**src/rtl/kt_mon_pkg.sv**
```systemverilog
// Shared types for the Knight's Tour bench monitors: watchdog modes and channel states.
package kt_mon_pkg;

  typedef enum logic [1:0] {
    WD_CHANGE = 2'b00,
    WD_FALL   = 2'b01,
    WD_RISE   = 2'b10,
    WD_EQUAL  = 2'b11
  } wd_mode_t;

  typedef enum logic {
    WD_IDLE = 1'b0,
    WD_WAIT = 1'b1
  } wd_state_t;

endpackage

```
**src/rtl/event_watch_ch.sv**
```systemverilog
// Single watchdog channel: arm/disarm FSM, timeout counter, baseline capture and hit direction.
module event_watch_ch
  import kt_mon_pkg::*;
#(
  parameter int WIDTH = 17,
  parameter int TMR_W = 22
) (
  input  logic             clk,
  input  logic             rst,
  input  logic             arm,
  input  logic             disarm,
  input  logic [1:0]       mode,
  input  logic [WIDTH-1:0] target,
  input  logic [WIDTH-1:0] sample,
  input  logic [TMR_W-1:0] timeout,
  output logic             busy,
  output logic             done,
  output logic             tmo,
  output logic             dir_up
);

  wd_state_t        state, state_nxt;
  wd_mode_t         mode_r;
  logic [WIDTH-1:0] base, tgt;
  logic [TMR_W-1:0] cnt, limit;
  logic             prev0;
  logic             hit, expire, done_nxt, tmo_nxt;

  always_comb begin
    hit       = 1'b0;
    expire    = 1'b0;
    state_nxt = state;
    done_nxt  = 1'b0;
    tmo_nxt   = 1'b0;
    case (mode_r)
      WD_CHANGE: hit = (sample != base);
      WD_FALL:   hit = prev0 & ~sample[0];
      WD_RISE:   hit = ~prev0 & sample[0];
      default:   hit = (sample == tgt);
    endcase
    // cnt holds the number of evaluated edges before this one
    expire = (limit != '0) && (cnt == limit - TMR_W'(1));
    if (disarm) begin
      state_nxt = WD_IDLE;
    end else if (arm) begin
      state_nxt = WD_WAIT;
    end else if (state == WD_WAIT) begin
      if (hit) begin
        state_nxt = WD_IDLE;
        done_nxt  = 1'b1;
      end else if (expire) begin
        state_nxt = WD_IDLE;
        tmo_nxt   = 1'b1;
      end
    end
  end

  always_ff @(posedge clk or posedge rst) begin
    if (rst) state <= WD_IDLE;
    else     state <= state_nxt;
  end

  always_ff @(posedge clk or posedge rst) begin
    if (rst) begin
      mode_r <= WD_CHANGE;
      base   <= '0;
      tgt    <= '0;
      cnt    <= '0;
      limit  <= '0;
      prev0  <= 1'b0;
      done   <= 1'b0;
      tmo    <= 1'b0;
      dir_up <= 1'b0;
    end else begin
      done <= done_nxt;
      tmo  <= tmo_nxt;
      if (arm && !disarm) begin
        mode_r <= wd_mode_t'(mode);
        tgt    <= target;
        limit  <= timeout;
        base   <= sample;
        prev0  <= sample[0];
        cnt    <= '0;
      end else if (state == WD_WAIT) begin
        prev0 <= sample[0];
        if (cnt != '1) cnt <= cnt + TMR_W'(1);
        if (done_nxt) dir_up <= ($signed(sample) > $signed(base));
      end
    end
  end

  assign busy = (state == WD_WAIT);

endmodule

```
**src/rtl/event_watchdog.sv**
```systemverilog
// Multi-channel event watchdog: NUM_CH independent channels plus a sticky error flag
// and the index of the first channel to time out.
module event_watchdog
  import kt_mon_pkg::*;
#(
  parameter int NUM_CH = 4,
  parameter int WIDTH  = 17,
  parameter int TMR_W  = 22
) (
  input  logic                       clk,
  input  logic                       rst,
  input  logic [NUM_CH-1:0]          arm,
  input  logic [NUM_CH-1:0]          disarm,
  input  logic [2*NUM_CH-1:0]        mode,
  input  logic [WIDTH*NUM_CH-1:0]    target,
  input  logic [WIDTH*NUM_CH-1:0]    sample,
  input  logic [TMR_W-1:0]           timeout,
  input  logic                       clr_err,
  output logic [NUM_CH-1:0]          busy,
  output logic [NUM_CH-1:0]          done,
  output logic [NUM_CH-1:0]          tmo,
  output logic [NUM_CH-1:0]          dir_up,
  output logic                       err,
  output logic [$clog2(NUM_CH)-1:0]  first_tmo
);

  localparam int IDX_W = $clog2(NUM_CH);

  logic [IDX_W-1:0] tmo_idx;

  for (genvar g = 0; g < NUM_CH; g++) begin : g_ch
    event_watch_ch #(
      .WIDTH (WIDTH),
      .TMR_W (TMR_W)
    ) u_ch (
      .clk     (clk),
      .rst     (rst),
      .arm     (arm[g]),
      .disarm  (disarm[g]),
      .mode    (mode[2*g +: 2]),
      .target  (target[WIDTH*g +: WIDTH]),
      .sample  (sample[WIDTH*g +: WIDTH]),
      .timeout (timeout),
      .busy    (busy[g]),
      .done    (done[g]),
      .tmo     (tmo[g]),
      .dir_up  (dir_up[g])
    );
  end

  // lowest index wins when several channels time out together
  always_comb begin
    tmo_idx = '0;
    for (int i = NUM_CH - 1; i >= 0; i--)
      if (tmo[i]) tmo_idx = IDX_W'(i);
  end

  // a new timeout beats a simultaneous clear and re-captures the index
  always_ff @(posedge clk or posedge rst) begin
    if (rst) begin
      err       <= 1'b0;
      first_tmo <= '0;
    end else if (|tmo) begin
      if (!err || clr_err) first_tmo <= tmo_idx;
      err <= 1'b1;
    end else if (clr_err) begin
      err       <= 1'b0;
      first_tmo <= '0;
    end
  end

endmodule
```
**config.mk**
```make
export PLATFORM = sky130hd
export DESIGN_NAME = event_watchdog
export DESIGN_NICKNAME = d
export VERILOG_FILES = /design/src/rtl/kt_mon_pkg.sv /design/src/rtl/event_watch_ch.sv /design/src/rtl/event_watchdog.sv
export SDC_FILE = /design/constraint.sdc
export NUM_CORES = 1
export LEC_CHECK = 0
export ABC_AREA = 1
export ABC_CLOCK_PERIOD_IN_PS = 21000
export BUFFER_PORTS_ARGS = -buffer_cell sky130_fd_sc_hd__buf_2
export CAP_MARGIN = 30
export CORE_MARGIN = 1
export CORE_UTILIZATION = 40
export CTS_BUF_LIST = sky130_fd_sc_hd__clkbuf_4
export DETAILED_ROUTE_END_ITERATION = 12
export PLACE_DENSITY = 0.58
export REMOVE_ABC_BUFFERS = 1
export SKIP_LAST_GASP = 1
export SYNTH_ARGS = -nofsm -noshare
export SYNTH_HDL_FRONTEND = slang
export SYNTH_SLANG_ARGS = --single-unit
```
**constraint.sdc**
```tcl
create_clock -name clk -period 21 [get_ports clk]
set_input_delay 2.1 -clock clk [delete_from_list [all_inputs] [get_ports clk]]
set_output_delay 2.1 -clock clk [all_outputs]
set_load 0.02 [all_outputs]
```
# [Word level (Yosys, flattened, before mapping)]
# Cells that the tools add are included.
[classes] n_div=0 shifts=0 add_sub_neg=8 n_bitwise=20 magnitude_cmp=4 mux=89 n_eq_ne=25 n_reduce_logical=41 multipliers=0
[ops] operator="22-bit 2-to-1 mux" n=12
[ops] operator="22-bit by 1-bit adder with 22-bit output (second input constant)" n=4
[ops] operator="22-bit == test" n=4
[ops] operator="22-bit != test (second input constant)" n=4
[ops] operator="22-bit nonzero test" n=4
[ops] operator="22-bit by 1-bit subtractor with 22-bit output (second input constant)" n=4
[ops] operator="17-bit == test" n=4
[ops] operator="17-bit > comparator" n=4
[ops] operator="17-bit != test" n=4
[ops] operator="1-bit 2-to-1 mux" n=66
[ops] operator="2-bit nonzero test" n=9
[ops] operator="2-bit 2-to-1 mux" n=7
[ops] operator="1-bit NOT" n=12
[ops] operator="1-bit one-hot mux with 3 select lines" n=4
[ops] operator="3-bit AND reduction" n=4
[ops] operator="2-bit AND reduction" n=5
[ops] operator="1-bit bitwise AND" n=8
[ops] operator="2-bit by 1-bit == test with 1-bit output (second input constant)" n=4
[ops] operator="2-bit == test (second input constant)" n=4
[ops] operator="1-bit logical AND" n=8
[ops] operator="2-bit logical NOT" n=4
[ops] operator="1-bit logical NOT" n=5
[ops] operator="4-bit OR reduction" n=1
[ops] operator="2-bit by 1-bit != test with 1-bit output (second input constant)" n=1
[ops] operator="1-bit logical OR" n=1
[totals] mem_count=0 out_inout_bits=19 input_bits=177 register_bits=343 latch_bits=0 mem_bits_ro=0 word_cells=229 mem_bits_rw=0

# [Depth between registers and ports, before layout]
[logic_depth] ltp_word=8 mapped_depth=15 ltp_nobuf=15

# [Modules after synthesis]
# Synthesis repeated with hierarchy kept, for this count alone.
[unflattened] hier_cells=3038 area_unflattened_um2=21928.5
[modules_own_cells] module="event_watch_ch (g_ch[0].u_ch ...)" area_each_um2=5418.9 cells_per_inst=747 seq_area_each_um2=2127.0 n_inst=3
[modules_own_cells] module="event_watch_ch (g_ch[3].u_ch)" area_each_um2=5487.8 cells_per_inst=775 seq_area_each_um2=2127.0 n_inst=1
[modules_own_cells] module="event_watchdog" area_each_um2=183.9 cells_per_inst=22 seq_area_each_um2=75.1 n_inst=1

# [Least setup slack after synthesis]
# Ideal clock, no wire load.
[synth_path] path_kind="in2reg" startpoint="input port sample[67]" endpoint="register g_ch[3].u_ch.state" setup_time_ps=68 arrival_ps=3263 stages=11 path_buffers=0 t_required_ps=20932 slack_ps=17669 path_cell_list="ha_1 -> nand2_1 -> nor2_1 -> nand3b_1 -> nor3_1 -> nand2_1 -> nand3_1 -> nand2_1 -> nor3_1 -> nand2_1 -> nand2_1"
[synth_via] elab_chain_len=6 word_cells_on_any_way=7 classes_between="eq/ne (2); mux (5)"
[synth_rtl] element="start: declaration" line="event_watchdog.sv:16" rtl="input logic [WIDTH*NUM_CH-1:0] sample,"
[synth_rtl] element="17-bit == test or 17-bit != test (tied branches)" line="event_watch_ch.sv:39, event_watch_ch.sv:36"
[synth_rtl] element="1-bit one-hot mux with 3 select lines (*)" line="event_watch_ch.sv:35" rtl="case (mode_r)"
[synth_rtl] element="1-bit 2-to-1 mux (*)" line="event_watch_ch.sv:48" rtl="if (hit) begin"
[synth_rtl] element="1-bit 2-to-1 mux (*)" line="event_watch_ch.sv:47" rtl="end else if (state == WD_WAIT) begin"
[synth_rtl] element="1-bit 2-to-1 mux (*)" line="event_watch_ch.sv:45" rtl="end else if (arm) begin"
[synth_rtl] element="1-bit 2-to-1 mux (*)" line="event_watch_ch.sv:43" rtl="if (disarm) begin"
[synth_rtl] element="net g_ch[3].u_ch.state_nxt" line="event_watch_ch.sv:22" rtl="wd_state_t state, state_nxt;"
[synth_rtl] element="end signal: assignment" line="event_watch_ch.sv:60" rtl="else state <= state_nxt;"
[synth_rtl] element="end: declaration" line="event_watch_ch.sv:22"
# Mark *: on every way through the listed nets, which the timed path passes. The rest lies on a longest branch.
# A chain may end at the register's enable or synchronous reset.

# [Worst setup path in the final report]
[layout_path] startpoint="input port disarm[3]" endpoint="register g_ch[3].u_ch.cnt[7]"
[layout_via] elab_chain_len=4 word_cells_on_any_way=6 classes_between="mux (1); reduce/logical (5)"
[layout_rtl] element="start: declaration" line="event_watchdog.sv:13" rtl="input logic [NUM_CH-1:0] disarm,"
[layout_rtl] element="1-bit logical NOT (*)" line="event_watch_ch.sv:77" rtl="if (arm && !disarm) begin"
[layout_rtl] element="1-bit logical AND (*)" line="event_watch_ch.sv:77"
[layout_rtl] element="2-bit nonzero test (no line)"
[layout_rtl] element="2-bit AND reduction (no line)"
[layout_rtl] element="end signal: assignment" line="event_watch_ch.sv:86" rtl="if (cnt != '1) cnt <= cnt + TMR_W'(1);"
[layout_rtl] element="end: declaration" line="event_watch_ch.sv:25" rtl="logic [TMR_W-1:0] cnt, limit;"
# Every way passes the cells marked *; elsewhere a longest branch is shown, timed or not.

==> summary.md <==
| Metric | Value |
|---|---|
| Status | complete, no violations |
| WHS Path Cells | 2 |
| Slew Limit Fails | 0 |
| Chip Height | 234.9 microns |
| Worst Reg-to-Reg Cells | 9 |
| GRT overflow | 0 |
| Vias in the first global route | 19690 |
| Fin crit period | 4.398 ns |
| Largest net degree at the start of global routing | 168 |
| Chip width | 234.9 microns |
| YS warnings | 0 |
| Biggest area consumer among synthesized cells | dfrtp_1 |
| Port bufs | 195 |
| RSZ-0062 raised after global routing | false |
| Row Count | 84 |
| Fmax | 227.4 MHz |
| LEAKAGE | approximately 12 nW |
| Layout cells sized above 1 | 0.1254 |
| Fill count | about 5500 |
| DR DRC count | 0 |
| Pre-CTS WS | ~16 ns |
| CP max FO | 91 |
| Final setup viols | 0 |
| Critical R2R Capture | g_ch[0].u_ch.cnt[10]$_DFFE_PP0P_ |
| WP data required | between 20 and 25 ns |
| Post-synthesis register bit count | 343 |
| Clock net sink count | approximately 340 |
| TNS Setup | 0 ns |
| Cts hold-fix bufs | 0 |
| Routed wire length | 61.29 mm |
| Setup ws final | 16.60 ns |
| Worst reg2reg path startpoint | g_ch[0].u_ch.cnt[0]$_DFFE_PP0P_ |
| Power per Cell Area | 75.82 nW/um^2 |
| CTS tree | done |
| Starting DRT DRC Count | roughly 1400 |
| Library cells used by synthesis | 47 |
| Worst-margin pin slew | 0.9523 ns |
| Non-filler instance count after layout | 4036 |
| Crit path launch type | input port |
| Syn Area/Cell | 7.078 sq um |
| Post-synth top area share | 0.3958 |
| H-tree depth reported by CTS | 3 |
| Reg2reg setup slack | 18.22 ns |
| Die area | roughly 55000 sq um |
| Average wire per standard cell | 15.19 microns |
| CTS Buffer Depth | 3 |
| HP Start | g_ch[0].u_ch.base[0]$_DFFE_PP0P_ |
| Hold endpoint | g_ch[0].u_ch.base[0]$_DFFE_PP0P_ |
| Worst VDD drop | roughly 0.038 mV |
| First-pass GRT wire length | 101.1 mm |
| Maxcap violations | 0 |
| Vias per cell | approximately 5.0 |
| DRT antenna net count | 0 |
| Clk slew on worst S/H paths | 0.06 ns |
| Initial antenna violation count | 6 |
| Fin crit share | 0.2094 |
| Inst Count DP | 3857 |
| DR vias | 20290 |
| Area delta synth->final | 12.63% |
| TritonCTS Buffers | 100 |
| Final hold violation count | 0 |
| Final Skew | about 0.045 ns |
| DR pass1 iterations | 5 |
| Core area | 53080 sq um |
| Gr usage total | 0.2250 |
| Setup crit end kind | register |
| Rel. slew slack | 0.3651 |
| Root Driver | clkbuf_4 |
| DPL Wire Length | 45.80 mm |
| Cells after Synth | a little over 3000 |
| Sequential element share of the synthesized area | 0.3958 |
| Crit Path Category | in2reg |
| Mapped cell area | roughly 22000 sq um |
| Initial Utilization | 0.4086 |
| # resized after CTS | 0 |
| Hold Path Class | reg2reg |
| Placer congestion estimate | 0.9338 |
| Worst Path Arrival | roughly 5 ns |
| Boundary Pins | 196 |
| Insertion delay to the later sink of the worst-skew pair | 0.87 ns |
| Nets@finish | 3528 |
| Top post-synthesis cells by area | dfrtp_1 40%, nand2_1 18%, inv_1 6.2% |
| Postcts setup bufs | 0 |
## per-stage QoR
stage / power, mW / area, sq um / utilization / hold WS, ns
after floorplan: 1.093 / 21200 / - / 0.4564
after global placement: 1.216 / 23150 / 0.4361 / 0.4715
after detailed placement: 1.228 / 23170 / 0.4366 / 0.4740
after CTS: 1.880 / 24410 / 0.4600 / 0.4957
after global routing: 1.987 / 24430 / 0.4603 / 0.5144
final: 1.852 / 24430 / 0.4603 / 0.4918
## metal layers
| layer | global-route usage | up-vias | share of wire |
|---|---|---|---|
| met5 | 0 | - | 0 |
| met4 | 0.08553 | 0 | 0.028 |
| met3 | 0.03736 | 133 | 0.044 |
| met2 | 0.3664 | 488 | 0.47 |
| met1 | 0.2990 | 9469 | 0.46 |
| li1 | - | 10200 | - |
## worst max-delay path by stage
stage,start,to,slack (ns),cells past startpoint
after global placement,disarm[3],g_ch[3].u_ch.cnt[7]$_DFFE_PP0P_,15.82,10
after detailed placement,disarm[3],g_ch[3].u_ch.cnt[7]$_DFFE_PP0P_,15.75,10
after global routing,disarm[3],g_ch[3].u_ch.cnt[7]$_DFFE_PP0P_,16.29,10
after floorplan,rst,err$_DFFE_PP0P_,9.39,1
final,disarm[3],g_ch[3].u_ch.cnt[7]$_DFFE_PP0P_,16.60,9
after CTS,disarm[3],g_ch[3].u_ch.cnt[7]$_DFFE_PP0P_,16.68,10
## area by class of cell
cell class              instances  area (sq um)  area share
inverters                     370          1396     0.05716
well taps                     688         860.8     0.03524
clock inverters                25         128.9    0.005276
repair buffers                205          1084     0.04436
flip-flops and latches        343          8583      0.3514
multi-input cells            2251         11250      0.4605
diodes                          6         15.01   0.0006146
clock buffers                 148          1111     0.04548
## layout by cell type (no fill, tap or decap), types with 17 or more instances in the layout
master / instances
nand2_1: 1031
o21ai_0: 222
inv_1: 360
clkbuf_4: 148
dfrtp_1: 343
clkinv_1: 17
nor3_1: 65
nand3_1: 160
nand3b_1: 29
nand4_1: 63
xnor2_1: 54
xor2_1: 81
nor2_1: 287
a21oi_1: 46
o31ai_1: 32
buf_2: 195
ha_1: 80
## cells by family (layout without fill, tap and decap cells)
kind of cell | Yosys count | after routing | synth area share
muxes | 1 | 1 | 0.0005192
and+or+nand+nor | 1698 | 1698 | 0.3309
xor gates and xnor gates | 136 | 136 | 0.05556
DFF | 343 | 343 | 0.3958
buffers and inverters | 470 | 748 | 0.08659
other | 0 | 6 | 0
adders and majority gates | 80 | 80 | 0.04615
AOI/OAI and AO/OA | 336 | 336 | 0.08452
## where the power goes
part | switching [mW] | internal, mW
combinational | 0.264 | 0.147
sequential | 0.0708 | 0.735
clock | 0.304 | 0.331
## flip-flops by register name, summed over array words and instances (netlist names)
name              cells
err                   1
g_ch.u_ch.busy        4
g_ch.u_ch.done        4
g_ch.u_ch.cnt        88
g_ch.u_ch.dir_up      4
g_ch.u_ch.tmo         4
g_ch.u_ch.base       68
g_ch.u_ch.mode_r      8
g_ch.u_ch.limit      88
g_ch.u_ch.tgt        68
first_tmo             2
g_ch.u_ch.prev0       4
## critical path, stage by stage
cell and delay [ns]:
buf_2 0.13, nor2_4 0.10, buf_4 0.68, inv_2 0.60, nand2_1 0.28, a21boi_1 0.74
nand3_1 0.20, nor2_1 0.16, nor2_1 0.06
## cells in the mapped netlist (all sizes together)
cell type / count
o31ai: 33
nor3b: 6
and3: 1
buf: 36
mux2: 1
nor4: 9
a21o: 4
nand3: 164
a21oi: 46
nand3b: 29
clkinv: 1
xnor2: 54
o22ai: 12
a22o: 2
nand4: 63
o211ai: 4
xnor3: 1
o21a: 3
o21bai: 3
o221ai: 1
ha: 80
nor2: 304
a21boi: 1
nor3: 76
or2: 12
and2: 1
inv: 369
nand2: 1033
xor2: 81
dfrtp: 343
clkbuf: 64
o21ai: 227
Power figures use the tool's default switching activity.
